### config.mk
export PLATFORM = sky130hd
export DESIGN_NAME = axis_frame_tx
export DESIGN_NICKNAME = d
export VERILOG_FILES = /design/src/rtl/axis_frame_tx.sv
export SDC_FILE = /design/constraint.sdc
export NUM_CORES = 1
export LEC_CHECK = 0
export BUFFER_PORTS_ARGS = -buffer_cell sky130_fd_sc_hd__buf_2
export CAP_MARGIN = 20
export CORE_MARGIN = 2
export CORE_UTILIZATION = 45
export CTS_CLUSTER_SIZE = 20
export DETAILED_ROUTE_END_ITERATION = 6
export PLACE_DENSITY = 0.59
export SYNTH_ARGS = -nofsm -noshare
export SYNTH_HDL_FRONTEND = slang
export SYNTH_SLANG_ARGS = --single-unit
### constraint.sdc
create_clock -name clk -period 5.5 [get_ports clk]
set_input_delay 0.825 -clock clk [delete_from_list [all_inputs] [get_ports clk]]
set_output_delay 0.825 -clock clk [all_outputs]
set_load 0.01 [all_outputs]
### src/rtl/axis_frame_tx.sv
// AXI-Stream framed transmitter: sample FIFO feeding a registered output
// stage that adds tlast, tid and tdest framing.
module axis_frame_tx #(
  parameter int DATA_WIDTH = 16,
  parameter int FIFO_DEPTH = 16,
  parameter int LEN_W      = 8
) (
  input  logic                          clk,
  input  logic                          rst,
  input  logic [DATA_WIDTH-1:0]         wr_data,
  input  logic                          wr_en,
  output logic                          wr_full,
  output logic                          wr_overflow,
  output logic [$clog2(FIFO_DEPTH):0]   fifo_level,
  input  logic [LEN_W-1:0]              cfg_frame_len,
  input  logic [3:0]                    cfg_tdest,
  output logic [DATA_WIDTH-1:0]         m_axis_tdata,
  output logic                          m_axis_tvalid,
  input  logic                          m_axis_tready,
  output logic                          m_tlast,
  output logic [7:0]                    m_tid,
  output logic [3:0]                    m_tdest,
  output logic [DATA_WIDTH/8-1:0]       m_tstrb,
  output logic [DATA_WIDTH/8-1:0]       m_tkeep
);

  localparam int AW = $clog2(FIFO_DEPTH);
  localparam int LW = AW + 1;

  typedef enum logic {
    S_EMPTY,
    S_FULL
  } state_t;

  state_t state_q, state_d;

  logic [DATA_WIDTH-1:0] mem [FIFO_DEPTH];
  logic [AW:0]           wr_ptr, rd_ptr;
  logic [AW:0]           level_d;
  logic                  fifo_empty;
  logic                  push, load, hs;
  logic [LEN_W-1:0]      beat_q, len_q;
  logic [LEN_W-1:0]      cfg_len, len_cur;
  logic                  beat_last;
  logic [7:0]            frame_id, frame_id_nx;

  assign m_tstrb       = '1;
  assign m_tkeep       = '1;
  assign m_axis_tvalid = (state_q == S_FULL);
  assign hs            = m_axis_tvalid & m_axis_tready;
  assign fifo_empty    = (wr_ptr == rd_ptr);
  assign push          = wr_en & ~wr_full;
  assign level_d       = fifo_level + LW'(push) - LW'(load);

  // Length and tdest are sampled only when beat 0 is loaded
  assign cfg_len   = (cfg_frame_len == '0) ? LEN_W'(1) : cfg_frame_len;
  assign len_cur   = (beat_q == '0) ? cfg_len : len_q;
  assign beat_last = (beat_q == len_cur - LEN_W'(1));

  assign frame_id_nx = (hs & m_tlast) ? frame_id + 8'd1 : frame_id;

  always_comb begin
    state_d = state_q;
    load    = 1'b0;
    unique case (state_q)
      S_EMPTY: begin
        if (!fifo_empty) begin
          load    = 1'b1;
          state_d = S_FULL;
        end
      end
      S_FULL: begin
        if (hs) begin
          if (!fifo_empty) load = 1'b1;
          else             state_d = S_EMPTY;
        end
      end
      default: state_d = S_EMPTY;
    endcase
  end

  always_ff @(posedge clk or negedge rst) begin
    if (!rst) state_q <= S_EMPTY;
    else      state_q <= state_d;
  end

  always_ff @(posedge clk) begin
    if (push) mem[wr_ptr[AW-1:0]] <= wr_data;
  end

  always_ff @(posedge clk or negedge rst) begin
    if (!rst) begin
      wr_ptr      <= '0;
      rd_ptr      <= '0;
      fifo_level  <= '0;
      wr_full     <= 1'b0;
      wr_overflow <= 1'b0;
    end else begin
      wr_ptr      <= wr_ptr + LW'(push);
      rd_ptr      <= rd_ptr + LW'(load);
      fifo_level  <= level_d;
      wr_full     <= (level_d == LW'(FIFO_DEPTH));
      wr_overflow <= wr_en & wr_full;
    end
  end

  always_ff @(posedge clk or negedge rst) begin
    if (!rst) begin
      m_axis_tdata <= '0;
      m_tlast      <= 1'b0;
      m_tid        <= '0;
      m_tdest      <= '0;
      beat_q       <= '0;
      len_q        <= '0;
      frame_id     <= '0;
    end else begin
      frame_id <= frame_id_nx;
      if (load) begin
        m_axis_tdata <= mem[rd_ptr[AW-1:0]];
        m_tlast      <= beat_last;
        m_tid        <= frame_id_nx;
        beat_q       <= beat_last ? '0 : beat_q + LEN_W'(1);
        if (beat_q == '0) begin
          len_q   <= cfg_len;
          m_tdest <= cfg_tdest;
        end
      end
    end
  end

endmodule

# ---- After elaboration in Yosys (flattened, before gate mapping)
# Memory sizes are Yosys's and may differ from the RTL's. A register that Yosys moved wholly into a read port is not among the register bits.
# Cells that the tools add are included.
dict set report word_totals {
  reg_bits 55
  ram_bits 256
  word_cells 44
  mem_count 1
}
dict set report op_classes {
  n_addsub 7
  n_eq_ne 3
  mux 11
  n_bitwise 6
  n_reduce_logical 4
}
# memory depth word_bits read_ports rd_clocked_by_memory_dff write_ports line_no
set mem_list {}
lappend mem_list {mem 16 16 1 1 1 37} ;# logic [DATA_WIDTH-1:0] mem [FIFO_DEPTH];
# cell count
set op_table {}
lappend op_table {{$mux 8} 4}
lappend op_table {{$add 8x1->8 const B} 2}
lappend op_table {{$logic_not 8->1} 2}
lappend op_table {{$add 5x1->5} 3}
lappend op_table {{$eq 8x8->1} 1}
lappend op_table {{$sub 8x1->8 const B} 1}
lappend op_table {{$eq 5x5->1} 1}
lappend op_table {{$eq 5x5->1 const B} 1}
lappend op_table {{$mux 1} 5}
lappend op_table {{$sub 5x1->5} 1}
lappend op_table {{$and 1x1->1} 4}
lappend op_table {{$pmux 1 s2} 2}
lappend op_table {{$not 1->1} 2}
lappend op_table {{$reduce_and 2->1} 1}
lappend op_table {{$logic_not 1->1} 1}

# ---- Longest topological paths before layout
dict set report depth {
  depth_word 6
  depth_mapped 16
}

# ---- Worst setup path before layout
# Ideal clock, no wire load.
dict set report synth_path {
  path_kind {reg-to-reg}
  start {register rd_ptr[0]}
  end {register wr_full}
  arrival_ns 3.200
  required_ns 5.399
  setup_slack_ns 2.199
  path_stages_with_launch 17
  n_path_buf 2
  path_cell_list {dfrtp_1 -> clkbuf_1 -> xnor2_1 -> nand3_1 -> nor3_1 -> nand2b_1 -> inv_1 -> clkbuf_1 -> ha_1 -> inv_1 -> ha_1 -> fa_1 -> a21o_1 -> a21oi_1 -> xnor2_1 -> nand2b_1 -> nor4_1}
}
dict set report synth_via {
  elab_chain_cells 6
}
# item line_no
set synth_rtl {}
lappend synth_rtl {{start, declared} 38} ;# logic [AW:0] wr_ptr, rd_ptr;
lappend synth_rtl {{start signal, assigned} 100} ;# rd_ptr <= rd_ptr + LW'(load);
lappend synth_rtl {{$eq 5x5->1 *} 51} ;# assign fifo_empty = (wr_ptr == rd_ptr);
lappend synth_rtl {{$mux 1 *} {67, 74}}
lappend synth_rtl {{$mux 1} 73} ;# if (hs) begin
lappend synth_rtl {{$pmux 1 s2 *} 65} ;# unique case (state_q)
lappend synth_rtl {{named net load} 41} ;# logic push, load, hs;
lappend synth_rtl {{$sub 5x1->5 *} 53} ;# assign level_d = fifo_level + LW'(push) - LW'(load);
lappend synth_rtl {{named net level_d[4]} 39} ;# logic [AW:0] level_d;
lappend synth_rtl {{$eq 5x5->1 *} 102} ;# wr_full <= (level_d == LW'(FIFO_DEPTH));
lappend synth_rtl {{end signal, assigned} 102}
lappend synth_rtl {{end, declared} 12} ;# output logic wr_full,
# Mark *: on every way through the listed nets, which the timed path passes. The rest lies on a longest branch.
# A chain may end at the register's enable or synchronous reset.

# ---- Worst setup path in the final report
dict set report layout_path {
  start {register rd_ptr[0]}
  end {register wr_full}
}
dict set report layout_via {
  elab_chain_cells 6
}
# item line_no
set layout_rtl {}
lappend layout_rtl {{$eq 5x5->1 *} 51}
lappend layout_rtl {{$mux 1 *} {67, 74}}
lappend layout_rtl {{$mux 1} 73}
lappend layout_rtl {{$pmux 1 s2 *} 65}
lappend layout_rtl {{$sub 5x1->5 *} 53}
lappend layout_rtl {{named net level_d[4]} 39}
lappend layout_rtl {{$eq 5x5->1 *} 102}
# Marks and branches as above.

==> impl_metrics.tcl <==
set metrics [dict create \
    status "completed" \
    rr_startpoint "rd_ptr[0]$_DFF_PN0_" \
    pin_count 73 \
    first_pass_iters 5 \
    synth_area_leaders "edfxtp_1 58%, mux4_2 14%, dfrtp_1 13%, mux2_2 2.8%, xnor2_1 1.5%" \
    rsz0062_at_grt "no" \
    clk_pin_slew_ns 0.06 \
    drc 0 \
    diodes 0 \
    cp-end-kind "flop" \
    drive_gt1_frac 0.333 \
    grt_pass1_vias 7109 \
    ys_types 51 \
    cts_root_buffer "clkbuf_16" \
    path_cells "xnor2_1, nand3_1, nor3_1, nand2b_1, buf_4, inv_1, ha_1, inv_1, ha_1, fa_1, a21o_1, a21oi_1, xnor2_1, nand2b_1, nor4_1" \
    netlist.area_leader.share 0.582 \
    fillers 2285 \
    ir_drop_v 0.000315 \
    cts_sinks 327 \
    dp_slack_ns 1.69 \
    antenna_found_initial 0 \
    critPathRequiredTime_ns 5.90 \
    p_leak_uw 0.00538 \
    setup_viol 0 \
    r2r_cells 15 \
    h-tree-depth 2 \
    synthCells 696 \
    final-max-slew-violation-count 0 \
    die_x_um 175 \
    clockBufferDepth 3 \
    grt_overflow 0 \
    nNetsFinal 836 \
    relSlewSlack 0.342 \
    grt_pass1_wl_um 42700 \
    hold_slack_ns 0.195 \
    clock_skew_ns 0.0108 \
    reg2reg_to "wr_full$_DFF_PN0_" \
    final_hold_viol_count 0 \
    syn_area_per_cell_sq_um 19.0 \
    die-area_sq_mm 0.0308 \
    routed_wl_um 28100 \
    core_sq_mm 0.0288 \
    reg2reg_slack_ns 1.72 \
    cts_resized 0 \
    tightest_slew_ns 0.987 \
    cp_max_fo 34 \
    ys.flop_type "edfxtp_1" \
    ys_seq_area_frac 0.716 \
    start_util 0.459 \
    synth_top_area_cell "edfxtp_1" \
    vias 6689 \
    grt_start_max_net_pins 72 \
    ys_warn_count 0 \
    maxCapViolations 0 \
    fp.dieH_um 175 \
    portBuffers 68 \
    rows 62 \
    synth_common_cells "256 x edfxtp_1, 80 x mux4_2, 71 x dfrtp_1" \
    hold_buffers 0 \
    viasPerCell 5.57 \
    yosysMostFrequentCell "edfxtp_1" \
    grt_usage 0.188 \
    fin_crit_ns 3.78 \
    path_class "flop to flop" \
    drtIter0Drc 655 \
    hold_path.class "input port to async pin" \
    postCtsSetupRepairBufs 0 \
    fin_util 0.530 \
    ys_async_sr_fraction 0.217 \
    tritoncts "yes" \
    gp_congestion 0.855 \
    cpPeakStageDelay_ns 0.88 \
    timing.fmax_ghz 0.265 \
    ant_nets 0 \
    slowest_stage "dfrtp_4" \
    fin_crit_sh 0.687 \
    fin_setup_tns_ns 0 \
    avgRoutedWirePerCell_um 23.4 \
    clkLatencyLatePin_ns 0.52 \
    syn_to_final_growth_pct 15.4 \
    crit_arrival_ns 4.18 \
    synth-edff-count 256 \
    cts_buffers 36 \
    startpoint_type "flop" \
    dp_hpwl_um 15900 \
    ys_ff_latch 327 \
    synth_area_sq_mm 0.0132 \
    fin_ws_ns 1.72 \
    power_density_mw_per_mm2 508 \
]
==> cell families (layout without fill, tap and decap cells) <==
| kind of cell | after synthesis | count (layout) | share of synthesized area |
|---|---|---|---|
| flip-flops | 327 | 327 | 0.716 |
| multiplexers | 115 | 115 | 0.166 |
| AND/OR/NAND/NOR | 114 | 114 | 0.0438 |
| buffers and inverters | 51 | 169 | 0.0162 |
| AO/OA/AOI/OAI | 43 | 43 | 0.0231 |
| XOR/XNOR | 31 | 31 | 0.0205 |
| adder cells (fa/ha/maj) | 14 | 14 | 0.0138 |
| other | 1 | 4 | 0.000284 |
==> flip-flops by register name (all words and copies together), names as in the netlist, 5 cells and up <==
register and flops:
beat_q 8, fifo_level 5, m_axis_tdata 16, wr_ptr 5
rd_ptr 5, m_tid 8, mem 256, frame_id 8
len_q 8
==> worst max path at each step <==
stage                     slack (ns)                   from  cells past startpoint               endpoint
after floorplan                 2.20    rd_ptr[0]$_DFF_PN0_                     16      wr_full$_DFF_PN0_
after global placement          1.83  beat_q[0]$_DFFE_PN0P_                     13  beat_q[3]$_DFFE_PN0P_
after detailed placement        1.69    rd_ptr[0]$_DFF_PN0_                     15      wr_full$_DFF_PN0_
after CTS                       1.66    rd_ptr[0]$_DFF_PN0_                     15      wr_full$_DFF_PN0_
after global routing            1.23  beat_q[0]$_DFFE_PN0P_                     13  beat_q[3]$_DFFE_PN0P_
final                           1.72    rd_ptr[0]$_DFF_PN0_                     15      wr_full$_DFF_PN0_
==> power by group <==
| group | switching, uW | internal, uW | leakage, uW | total, uW |
|---|---|---|---|---|
| Clock | 930 | 1340 | 0.000547 | 2270 |
| Sequential | 283 | 3040 | 0.00318 | 3330 |
| Combinational | 1050 | 1100 | 0.00166 | 2140 |
| Total | 2260 | 5480 | 0.00538 | 7740 |
==> per-stage QoR <==
step                total power, uW  cell area (sq um)  std cells
floorplan                      4880              13200        699
global placement               5490              14100       1135
detailed placement             5560              14100       1135
CTS                            7860              15200       1200
global route                   8140              15200       1201
finish                         7740              15200       1201
==> cell type report <==
class	count	area (sq um)	area share
inverter	12	45.0	0.00295
multi-input combinational	321	3580	0.235
tap	384	480	0.0315
clock inverter	15	148	0.00969
timing repair buffer	92	543	0.0356
clock buffer	50	973	0.0639
sequential	327	9470	0.621
==> critical path, delay by kind of cell (launching register included) <==
kind                       cells  cell delay, ns
AOI/OAI and AO/OA              2            0.38
xor gates and xnor gates       2            0.37
adders and majority gates      3            0.91
buffers and inverters          3            0.37
DFF                            1            0.88
and+or+nand+nor                5            0.74
==> cells in the final DEF (no fill, tap or decap), types with 2 or more instances in the layout <==
cell | netlist | layout
a211oi_1 | 2 | 2
a21o_1 | 2 | 2
a21oi_1 | 10 | 10
and2_1 | 2 | 2
and3_1 | 4 | 4
buf_2 | 3 | 67
buf_4 | 5 | 24
bufinv_16 | 0 | 2
clkbuf_1 | 19 | 12
clkbuf_16 | 0 | 36
clkbuf_8 | 0 | 2
clkinv_1 | 0 | 6
clkinv_2 | 0 | 4
conb_1 | 1 | 4
dfrtp_1 | 71 | 69
edfxtp_1 | 256 | 256
ha_1 | 13 | 13
inv_1 | 12 | 12
mux2_2 | 33 | 33
mux2i_1 | 2 | 2
mux4_2 | 80 | 80
nand2_1 | 31 | 31
nand2b_1 | 8 | 8
nand3_1 | 13 | 13
nand4_1 | 4 | 4
nor2_1 | 25 | 18
nor2_2 | 0 | 7
nor3_1 | 11 | 7
nor3_2 | 0 | 4
nor4_1 | 4 | 4
o2111ai_1 | 4 | 4
o211ai_1 | 3 | 3
o21ai_0 | 8 | 8
o21ai_1 | 2 | 2
o31ai_1 | 3 | 3
or3_1 | 3 | 3
xnor2_1 | 23 | 23
xor2_1 | 8 | 8
==> routing by layer <==
layer  up-vias  routed length, um  track usage
met5         -                  0            0
met4         0                679       0.0576
met3        55               1270       0.0303
met2       175              14300        0.323
met1      3500              11900        0.247
li1       2959                  -            -
Power figures use the tool's default switching activity.
